==> src/rtl/uart_pkg.sv <==
// Shared types for the uDMA UART receive/transmit line helpers.
// Holds the RX conditioner state encoding and the glitch counter width.
package uart_pkg;

  typedef enum logic [1:0] {
    RX_DIS,
    RX_HIGH,
    RX_LOW,
    RX_BRK
  } uart_rx_cond_state_e;

  localparam int unsigned GLITCH_W = 8;

endpackage

==> src/rtl/udma_uart_sync.sv <==
// Reset-to-one flop chain bringing an asynchronous pad level into the local clock.
// Latency STAGES cycles; no backpressure (free-running every cycle).
module udma_uart_sync #(
  parameter int unsigned STAGES = 2
) (
  input  logic clk_i,
  input  logic rstn_i,
  input  logic d_i,
  output logic q_o
);

  logic [STAGES-1:0] sync_q;

  // Reset to 1 so an idle UART line is not seen as a start bit after reset.
  always_ff @(posedge clk_i) begin
    if (!rstn_i) begin
      sync_q <= '1;
    end else begin
      sync_q <= {sync_q[STAGES-2:0], d_i};
    end
  end

  assign q_o = sync_q[STAGES-1];

endmodule

==> src/rtl/udma_uart_rx_cond.sv <==
// UART RX pad conditioner: synchroniser, glitch filter, break/idle detection, glitch counter.
// Pad-to-rx_o latency SYNC_STAGES + max(N,1) cycles; all outputs registered, no backpressure.
module udma_uart_rx_cond
  import uart_pkg::*;
#(
  parameter int unsigned SYNC_STAGES = 2,
  parameter int unsigned FILT_W      = 4,
  parameter int unsigned CNT_W       = 16
) (
  input  logic                periph_clk_i,
  input  logic                rstn_i,
  input  logic                cfg_en_i,
  input  logic [FILT_W-1:0]   cfg_filt_len_i,
  input  logic [CNT_W-1:0]    cfg_break_len_i,
  input  logic [CNT_W-1:0]    cfg_idle_len_i,
  input  logic                glitch_clr_i,
  input  logic                rx_i,
  output logic                rx_o,
  output logic                break_o,
  output logic                break_evt_o,
  output logic                idle_evt_o,
  output logic [GLITCH_W-1:0] glitch_cnt_o
);

  logic                s;
  uart_rx_cond_state_e state_q, state_d;
  logic [FILT_W-1:0]   fc_q, fc_d;
  logic [CNT_W-1:0]    rc_q, rc_d;
  logic [FILT_W:0]     n_eff, fc_inc;
  logic [CNT_W:0]      run_len;
  logic                active, rx_d, glitch_inc;
  logic                armed_q, armed_d;
  logic                brk_hit, idle_now, brk_evt_d, idle_evt_d;

  udma_uart_sync #(
    .STAGES (SYNC_STAGES)
  ) u_sync (
    .clk_i  (periph_clk_i),
    .rstn_i (rstn_i),
    .d_i    (rx_i),
    .q_o    (s)
  );

  // The DIS->HIGH cycle is spent settling, so the filter starts from a clean slate.
  assign active = cfg_en_i && (state_q != RX_DIS);
  assign n_eff  = (cfg_filt_len_i == '0) ? (FILT_W+1)'(1) : {1'b0, cfg_filt_len_i};
  assign fc_inc = {1'b0, fc_q} + (FILT_W+1)'(1);

  always_comb begin
    fc_d       = '0;
    rx_d       = 1'b1;
    glitch_inc = 1'b0;
    if (active) begin
      rx_d = rx_o;
      if (s == rx_o) begin
        glitch_inc = (fc_q != '0);
      end else if (fc_inc >= n_eff) begin
        rx_d = s;
      end else begin
        fc_d = fc_inc[FILT_W-1:0];
      end
    end
  end

  always_comb begin
    if (!active || (rx_d != rx_o)) begin
      rc_d = '0;
    end else if (&rc_q) begin
      rc_d = rc_q;
    end else begin
      rc_d = rc_q + CNT_W'(1);
    end
  end

  // Compare against the run length of the cycle being entered, so registered events land on it.
  assign run_len  = {1'b0, rc_d} + (CNT_W+1)'(1);
  assign brk_hit  = (cfg_break_len_i != '0) && (run_len == {1'b0, cfg_break_len_i});
  assign idle_now = armed_q && (cfg_idle_len_i != '0) && (run_len == {1'b0, cfg_idle_len_i});

  always_comb begin
    state_d    = state_q;
    armed_d    = armed_q;
    brk_evt_d  = 1'b0;
    idle_evt_d = 1'b0;
    if (!cfg_en_i) begin
      state_d = RX_DIS;
      armed_d = 1'b0;
    end else begin
      case (state_q)
        RX_DIS: begin
          state_d = RX_HIGH;
        end
        RX_HIGH: begin
          if (rx_d) begin
            idle_evt_d = idle_now;
            armed_d    = armed_q && !idle_now;
          end else begin
            armed_d   = 1'b1;
            brk_evt_d = brk_hit;
            state_d   = brk_hit ? RX_BRK : RX_LOW;
          end
        end
        RX_LOW: begin
          if (rx_d) begin
            state_d    = RX_HIGH;
            idle_evt_d = idle_now;
            armed_d    = armed_q && !idle_now;
          end else if (brk_hit) begin
            state_d   = RX_BRK;
            brk_evt_d = 1'b1;
          end
        end
        RX_BRK: begin
          if (rx_d) begin
            state_d    = RX_HIGH;
            idle_evt_d = idle_now;
            armed_d    = armed_q && !idle_now;
          end
        end
        default: begin
          state_d = RX_DIS;
        end
      endcase
    end
  end

  always_ff @(posedge periph_clk_i) begin
    if (!rstn_i) begin
      state_q     <= RX_DIS;
      fc_q        <= '0;
      rc_q        <= '0;
      armed_q     <= 1'b0;
      rx_o        <= 1'b1;
      break_o     <= 1'b0;
      break_evt_o <= 1'b0;
      idle_evt_o  <= 1'b0;
    end else begin
      state_q     <= state_d;
      fc_q        <= fc_d;
      rc_q        <= rc_d;
      armed_q     <= armed_d;
      rx_o        <= rx_d;
      break_o     <= (state_d == RX_BRK);
      break_evt_o <= brk_evt_d;
      idle_evt_o  <= idle_evt_d;
    end
  end

  always_ff @(posedge periph_clk_i) begin
    if (!rstn_i || glitch_clr_i) begin
      glitch_cnt_o <= '0;
    end else if (glitch_inc && !(&glitch_cnt_o)) begin
      glitch_cnt_o <= glitch_cnt_o + GLITCH_W'(1);
    end
  end

endmodule

==> config.mk <==
export PLATFORM = sky130hd
export DESIGN_NAME = udma_uart_rx_cond
export DESIGN_NICKNAME = d
export VERILOG_FILES = /design/src/rtl/uart_pkg.sv /design/src/rtl/udma_uart_sync.sv /design/src/rtl/udma_uart_rx_cond.sv
export SDC_FILE = /design/constraint.sdc
export NUM_CORES = 1
export LEC_CHECK = 0
export CAP_MARGIN = 0
export CORE_MARGIN = 2
export CORE_UTILIZATION = 60
export CTS_CLUSTER_DIAMETER = 60
export DETAILED_ROUTE_END_ITERATION = 10
export PLACE_DENSITY = 0.93
export SYNTH_ARGS = -nofsm -noshare
export SYNTH_HDL_FRONTEND = slang
export SYNTH_HIERARCHICAL = 1
export SYNTH_SLANG_ARGS = --single-unit
==> constraint.sdc <==
create_clock -name periph_clk_i -period 9.3 [get_ports periph_clk_i]
set_input_delay 1.86 -clock periph_clk_i [delete_from_list [all_inputs] [get_ports periph_clk_i]]
set_output_delay 1.86 -clock periph_clk_i [all_outputs]
set_load 0.01 [all_outputs]
==> impl_metrics.csv, run 1 <==
group,metric,value,unit
place,place_congestion,0.962,
routing,first_pass_iters,5,
synthesis,syn-num-nets,496,
clock_network,cts_root_buf,"clkbuf_8",
global_routing,gr-total-overflow,0,
timing,finClkSkew,0.00345,ns
clock_network,htreeDepth,2,
critical_path,cp-start-kind,"input port",
status,status,"finished, final reports clean",
die,initial_core_util,63.1,%
synthesis,synth_edf_count,0,
routing,drt_wl_total,10.6,mm
synthesis,syn_inst,442,
global_routing,grt_use_total,33.7,%
finish,ff_latch_area,741,um^2
synthesis,synth_top_cell_by_area,"dfxtp_1",
finish,utilization,73.5,%
power,ir_drop,71.7,uV
timing,finalSetupViolCount,0,
global_routing,grt_antenna_before_repair,0,
critical_path,crit_type,"in2reg",
timing,tightest_slew,1.02,ns
timing,relSlewSlack,30.8,%
die,core_area,5570,um^2
clock_network,post_cts_resize_count,0,
synthesis,async_reset_ff_share,0,%
die,die-area,6490,um^2
timing,hold_slack,0.421,ns
timing,fin_crit_sh,73.2,%
critical_path,r2r-start,"rc_q[0]",
hold_path,worstHoldEndpoint,"u_sync/sync_q[1]",
routing,drtIter0Drc,411,
routing,avgViaCountPerCell,6.64,
routing,vias,3663,
clock_network,cts_buffers,5,
clock_network,path_clk_slew,0.09,ns
synthesis,avgSynthCellArea,7.96,um^2
global_routing,grt_max_degree,16,
finish,nets,533,
synthesis,synthDistinctLibCells,75,
place,dp_hpwl,8.18,mm
synthesis,synth_most_common_cell,"nor2_1",
critical_path,r2r_end,"break_o",
critical_path,cp-end-kind,"register",
synthesis,yosysSeqAreaShare,21.0,%
routing,routedWlPerCell,19.1,um
timing,drv_slew,0,
critical_path,r2r_cells,16,
hold_path,hp-class,"reg2reg",
finish,drive_above_1_share,6.88,%
global_routing,grt_pass1_wl,16.9,mm
synthesis,yosysWarnings,6,
finish,n_fill_cell,445,
timing,rsz0062_at_grt,"no",
hold_path,hp-start,"u_sync/sync_q[0]",
synthesis,yosys-top-cells-area,"dfxtp_1 21%, xnor2_1 7.0%, nor2_1 5.2%",
timing,hold_viol_final,0,
finish,synthToLayoutAreaGrowth,16.4,%
critical_path,path_max_fanout,15,
global_routing,grt_pass1_vias,3477,
synthesis,synth_top_area_share,21.0,%
routing,ant_nets,0,
critical_path,arrival,7.04,ns
die,rows,27,
timing,finalCriticalPeriod,6.81,ns
synthesis,yosys_most_used_dff,"dfxtp_1",
finish,multiInputGateArea,2600,um^2
power,p_leak,1.42,nW
finish,antennaDiodeCount,0,
synthesis,syn-cell-area,3520,um^2
hold_path,whs_path_depth,1,
clock_network,cts_setup_buffers,0,
routing,route.detailed.drc,0,
clock_network,clk_path_buf_depth,2,
timing,fin_setup_tns,0,ns
place,io_buffers,52,
critical_path,crit_required,9.53,ns
die,fp.dieH,80.6,um
power,power.density,81.7,nW/um^2
die,die_w,80.6,um
clock_network,clk_latency,0.30,ns
synthesis,synth_commonest_cells,"49 x nor2_1, 37 x dfxtp_1, 30 x nand2_1",
synthesis,yosys_register_bits,37,
critical_path,ff2ff_setup_slack,3.94,ns
clock_network,cts_tree,"yes",
clock_network,clock_sinks,37,
timing,max_freq,0.147,GHz
flow_run,max-cap-violations,0,
die,ioPinCount,53,
clock_network,cts-hold-fix-buffers,0,
through the flow:
step / setup slack [ns] / instances / power, W / instance area, um^2
after floorplan: 3.40 / 442 / 0.000184 / 3520
after global placement: 2.55 / 544 / 0.000211 / 4000
after CTS: 2.63 / 552 / 0.000333 / 4100
final: 2.49 / 552 / 0.000335 / 4100
after detailed placement: 2.35 / 544 / 0.000211 / 4000
after global routing: 2.19 / 552 / 0.000345 / 4100
worst max-delay path: stages:
cell,delay (ns)
clkdlybuf4s50_1,0.48
inv_1,0.07
a31o_2,0.23
ha_1,0.27
nor3b_1,0.19
nor2_1,0.09
o21ai_1,0.40
nand2_1,0.44
nor2_1,0.25
ha_1,0.39
nor3b_1,0.24
a41oi_1,0.08
a21oi_1,0.35
nand2_1,0.10
a22o_1,0.20
or3_4,0.37
a2111oi_4,0.34
a32oi_1,0.16
o31a_1,0.36
nor3_2,0.17
power breakdown:
part	switching [W]	total (W)	internal [W]
registers	0.000000941	0.000160	0.000159
clock network	0.0000712	0.000125	0.0000543
logic	0.0000233	0.0000492	0.0000259
layer usage:
layer	vias to the layer above	GRT usage [%]	part of all wire [%]
met5	-	0	0
met4	0	14.4	3.2
met3	33	6.85	8.7
met2	216	55.9	47
met1	1698	42.1	41
li1	1716	-	-
how the worst max path moves through the flow:
stage,startpoint,depth (start not counted),endpoint
final,cfg_filt_len_i[3],20,break_o
after global routing,cfg_filt_len_i[3],20,break_o
after CTS,cfg_filt_len_i[3],20,break_o
after global placement,cfg_filt_len_i[2],20,break_o
after floorplan,cfg_filt_len_i[2],21,break_o
after detailed placement,cfg_filt_len_i[3],20,break_o
placed cells by master (no fill, tap or decap), types with 3 or more instances in the layout:
cell type,instances
nand2_1,30
a21boi_0,3
or4_1,6
nor3_1,14
inv_1,14
nand4_1,6
xor2_1,14
or3_1,5
a21o_1,6
and4_1,6
or2_2,3
o21a_1,3
o211ai_1,4
o21ai_0,8
nand2b_1,7
dfxtp_1,37
a21oi_1,11
xnor2_1,28
o32ai_1,3
nand3b_1,3
ha_1,13
clkdlybuf4s50_1,52
nor4_1,17
o31a_1,3
a31o_2,4
nor2b_1,7
and2_1,7
nand3_1,20
and3_1,14
mux2i_1,12
o21ai_1,3
clkbuf_8,5
nor2_1,49
a31oi_1,7
nor3b_1,3
cell families (layout without fill, tap and decap cells):
logic type	after synthesis	in the layout	synth area share (%)
xor+xnor	43	43	11.1
mux	13	13	3.73
fa+ha+maj	13	13	4.62
buf+inv	36	74	5.12
simple gates	218	218	36.6
flops	37	37	21.0
compound gates	82	82	17.8
registers in the layout, indices dropped and copies added, names as in the netlist:
signal	flops
break_evt_o	1
state_q	2
break_o	1
rx_o	1
idle_evt_o	1
glitch_cnt_o	8
fc_q	4
u_sync/sync_q	2
armed_q	1
rc_q	16
area by class of cell:
class                      count  area share [%]
multi-input combinational    369            63.4
sequential                    37            18.1
timing repair buffer          52            12.7
tap                           72            2.20
clock buffer                   5            1.68
inverter                      14            1.28
clock inverter                 3           0.611
No activity file was read; power rests on OpenSTA's default activity.
==> inputs of run 2 (changes only) <==
- CORE_UTILIZATION: 60 -> 50
- PLACE_DENSITY: 0.93 -> 0.84
- clock period: 9.3 -> 5.6 ns (I/O delays scaled with it)
==> run 2 against run 1 <==
  * Global-route usage down 5.8 points
  * Cell area up 2.9%
  * Register-to-register slack worse by 3.4 ns
  * Clock skew up 0.0017 ns
  * Sequential power up 66%
  * Combinational power up 70%
  * Worst hold slack better by 0.0087 ns
  * Core utilization down 11 points
  * Wire length about the same
  * Clock-buffer cell count unchanged
  * Critical endpoint unchanged
  * Highest routed layer unchanged
==> impl_metrics.csv, run 2 (synthesis gave the netlist of run 1 again) <==
group,metric,value,unit
timing,finClkSkew,0.00516,ns
hold_path,hp-start,"u_sync/sync_q[0]",
power,p_switching,0.000160,W
timing,finalSetupViolCount,0,
routing,avgViaCountPerCell,6.20,
global_routing,grt_antenna_before_repair,0,
timing,finalCriticalPeriod,5.10,ns
clock_network,cts-hold-fix-buffers,0,
critical_path,crit_required,5.84,ns
critical_path,ff2ff_setup_slack,0.57,ns
die,die-area,7730,um^2
timing,fin_setup_tns,0,ns
timing,max_freq,0.196,GHz
routing,first_pass_iters,5,
timing,drv_slew,0,
timing,tightest_slew,0.890,ns
power,power_frac_comb,14.9,%
flow_run,max-cap-violations,0,
global_routing,grt_max_degree,15,
routing,routedWlPerCell,18.0,um
clock_network,cts_root_buf,"clkbuf_8",
clock_network,cts_tree,"yes",
critical_path,r2r_end,"break_o",
clock_network,post_cts_resize_count,0,
critical_path,crit_type,"in2reg",
routing,vias,3646,
global_routing,gr-total-overflow,0,
routing,route.detailed.drc,0,
power,p_leak,1.48,nW
finish,final_cell_mix,"52 x clkdlybuf4s50_1, 49 x nor2_1, 37 x dfxtp_1, 30 x nand2_1, 28 x xnor2_1",
timing,fin_crit_sh,91.1,%
critical_path,path_max_fanout,7,
power,ir_drop,117,uV
routing,drtIter0Drc,353,
power,p_int,0.000399,W
hold_path,whs_path_depth,1,
critical_path,arrival,5.34,ns
power,power.density,133,nW/um^2
place,dp_hpwl,8.36,mm
clock_network,htreeDepth,2,
critical_path,cp-start-kind,"input port",
finish,multiInputGateArea,2600,um^2
clock_network,path_clk_slew,0.09,ns
global_routing,grt_pass1_vias,3304,
critical_path,r2r-start,"rc_q[0]",
clock_network,cts_setup_buffers,0,
clock_network,clk_path_buf_depth,2,
timing,rsz0062_at_grt,"no",
finish,n_fill_cell,612,
place,place_congestion,1.02,
place,io_buffers,52,
timing,relSlewSlack,40.1,%
finish,synthToLayoutAreaGrowth,19.8,%
global_routing,grt_pass1_wl,16.8,mm
clock_network,clk_latency,0.31,ns
finish,layout_commonest_cell,"clkdlybuf4s50_1",
power,seqPwrFrac,47.5,%
die,die_w,87.9,um
die,core_area,6790,um^2
hold_path,hp-class,"reg2reg",
die,ioPinCount,53,
routing,ant_nets,0,
status,status,"finished, final reports clean",
timing,hold_viol_final,0,
finish,reg_top3,"rc_q (16), glitch_cnt_o (8), fc_q (4)",
power,p_clk_share,37.6,%
global_routing,grt_use_total,27.8,%
power,power,0.000559,W
finish,ff_latch_area,741,um^2
die,fp.dieH,87.9,um
finish,registers.top_by_ff_count,"rc_q",
finish,nets,545,
routing,drt_wl_total,10.6,mm
die,rows,30,
finish,drive_above_1_share,9.15,%
finish,antennaDiodeCount,0,
finish,largest_reg_flops,16,
clock_network,clock_sinks,37,
critical_path,r2r_cells,16,
power,swShare,28.7,%
critical_path,cp-end-kind,"register",
die,initial_core_util,51.8,%
hold_path,worstHoldEndpoint,"u_sync/sync_q[1]",
clock_network,cts_buffers,5,
## run 2: cell types whose count changed in the layout (fill, tap and decap cells not counted), sizes merged
cell  delta
buf     +12
## run 2: final cells by class
| type | instances | share of cell area (%) |
|---|---|---|
| clock inverter | 3 | 0.593 |
| sequential | 37 | 17.6 |
| inverter | 14 | 1.25 |
| clock buffer | 5 | 1.63 |
| tap | 96 | 2.85 |
| multi-input combinational | 369 | 61.6 |
| timing repair buffer | 64 | 14.5 |
## run 2: how the worst max path moves through the flow
stage	slack, ns	depth (start not counted)	endpoint	start
floorplan	0.44	21	break_o	cfg_filt_len_i[2]
global placement	0.40	18	break_o	cfg_filt_len_i[2]
detailed placement	0.24	19	break_o	cfg_filt_len_i[3]
CTS	0.55	19	break_o	cfg_filt_len_i[3]
global route	0.11	19	break_o	cfg_filt_len_i[3]
finish	0.50	18	break_o	cfg_filt_len_i[3]
## run 2: routing by layer
| metal | up-vias | part of all wire, % | GRT usage [%] |
|---|---|---|---|
| met1 | 1689 | 44 | 38.6 |
| met4 | 0 | 1.8 | 7.97 |
| met2 | 194 | 45 | 43.6 |
| li1 | 1737 | - | - |
| met5 | - | 0 | 0 |
| met3 | 26 | 9.4 | 5.94 |
## run 2: critical path, stage by stage
cell	delay (ns)
clkdlybuf4s50_1	0.47
inv_1	0.06
a31o_2	0.23
ha_1	0.27
nor3b_1	0.20
nor2_1	0.08
o21ai_1	0.20
and3_1	0.22
ha_1	0.22
buf_4	0.17
nand3_1	0.13
nor3_1	0.37
xnor3_1	0.28
o2111ai_1	0.09
a2111oi_1	0.54
a32oi_1	0.20
o31a_1	0.36
nor3_2	0.14
## run 2: power by group through the flow
stage	sequential (W)	combinational, W	clock, W
detailed placement	0.000272	0.0000815	0
floorplan	0.000271	0.0000340	0
CTS	0.000266	0.0000820	0.000210
finish	0.000266	0.0000834	0.000210
global placement	0.000272	0.0000809	0
global route	0.000266	0.0000891	0.000222
## run 2: per-stage QoR
step,instance area (um^2),utilization [%],worst slack [ns],hold slack (ns),instances
2_1_floorplan,3520,-,0.438,0.386,442
3_3_place_gp,4120,60.7,0.398,0.388,580
3_5_place_dp,4120,60.7,0.237,0.405,580
4_1_cts,4220,62.1,0.549,0.426,588
5_1_grt,4220,62.1,0.107,0.449,588
6_report,4220,62.1,0.500,0.429,588
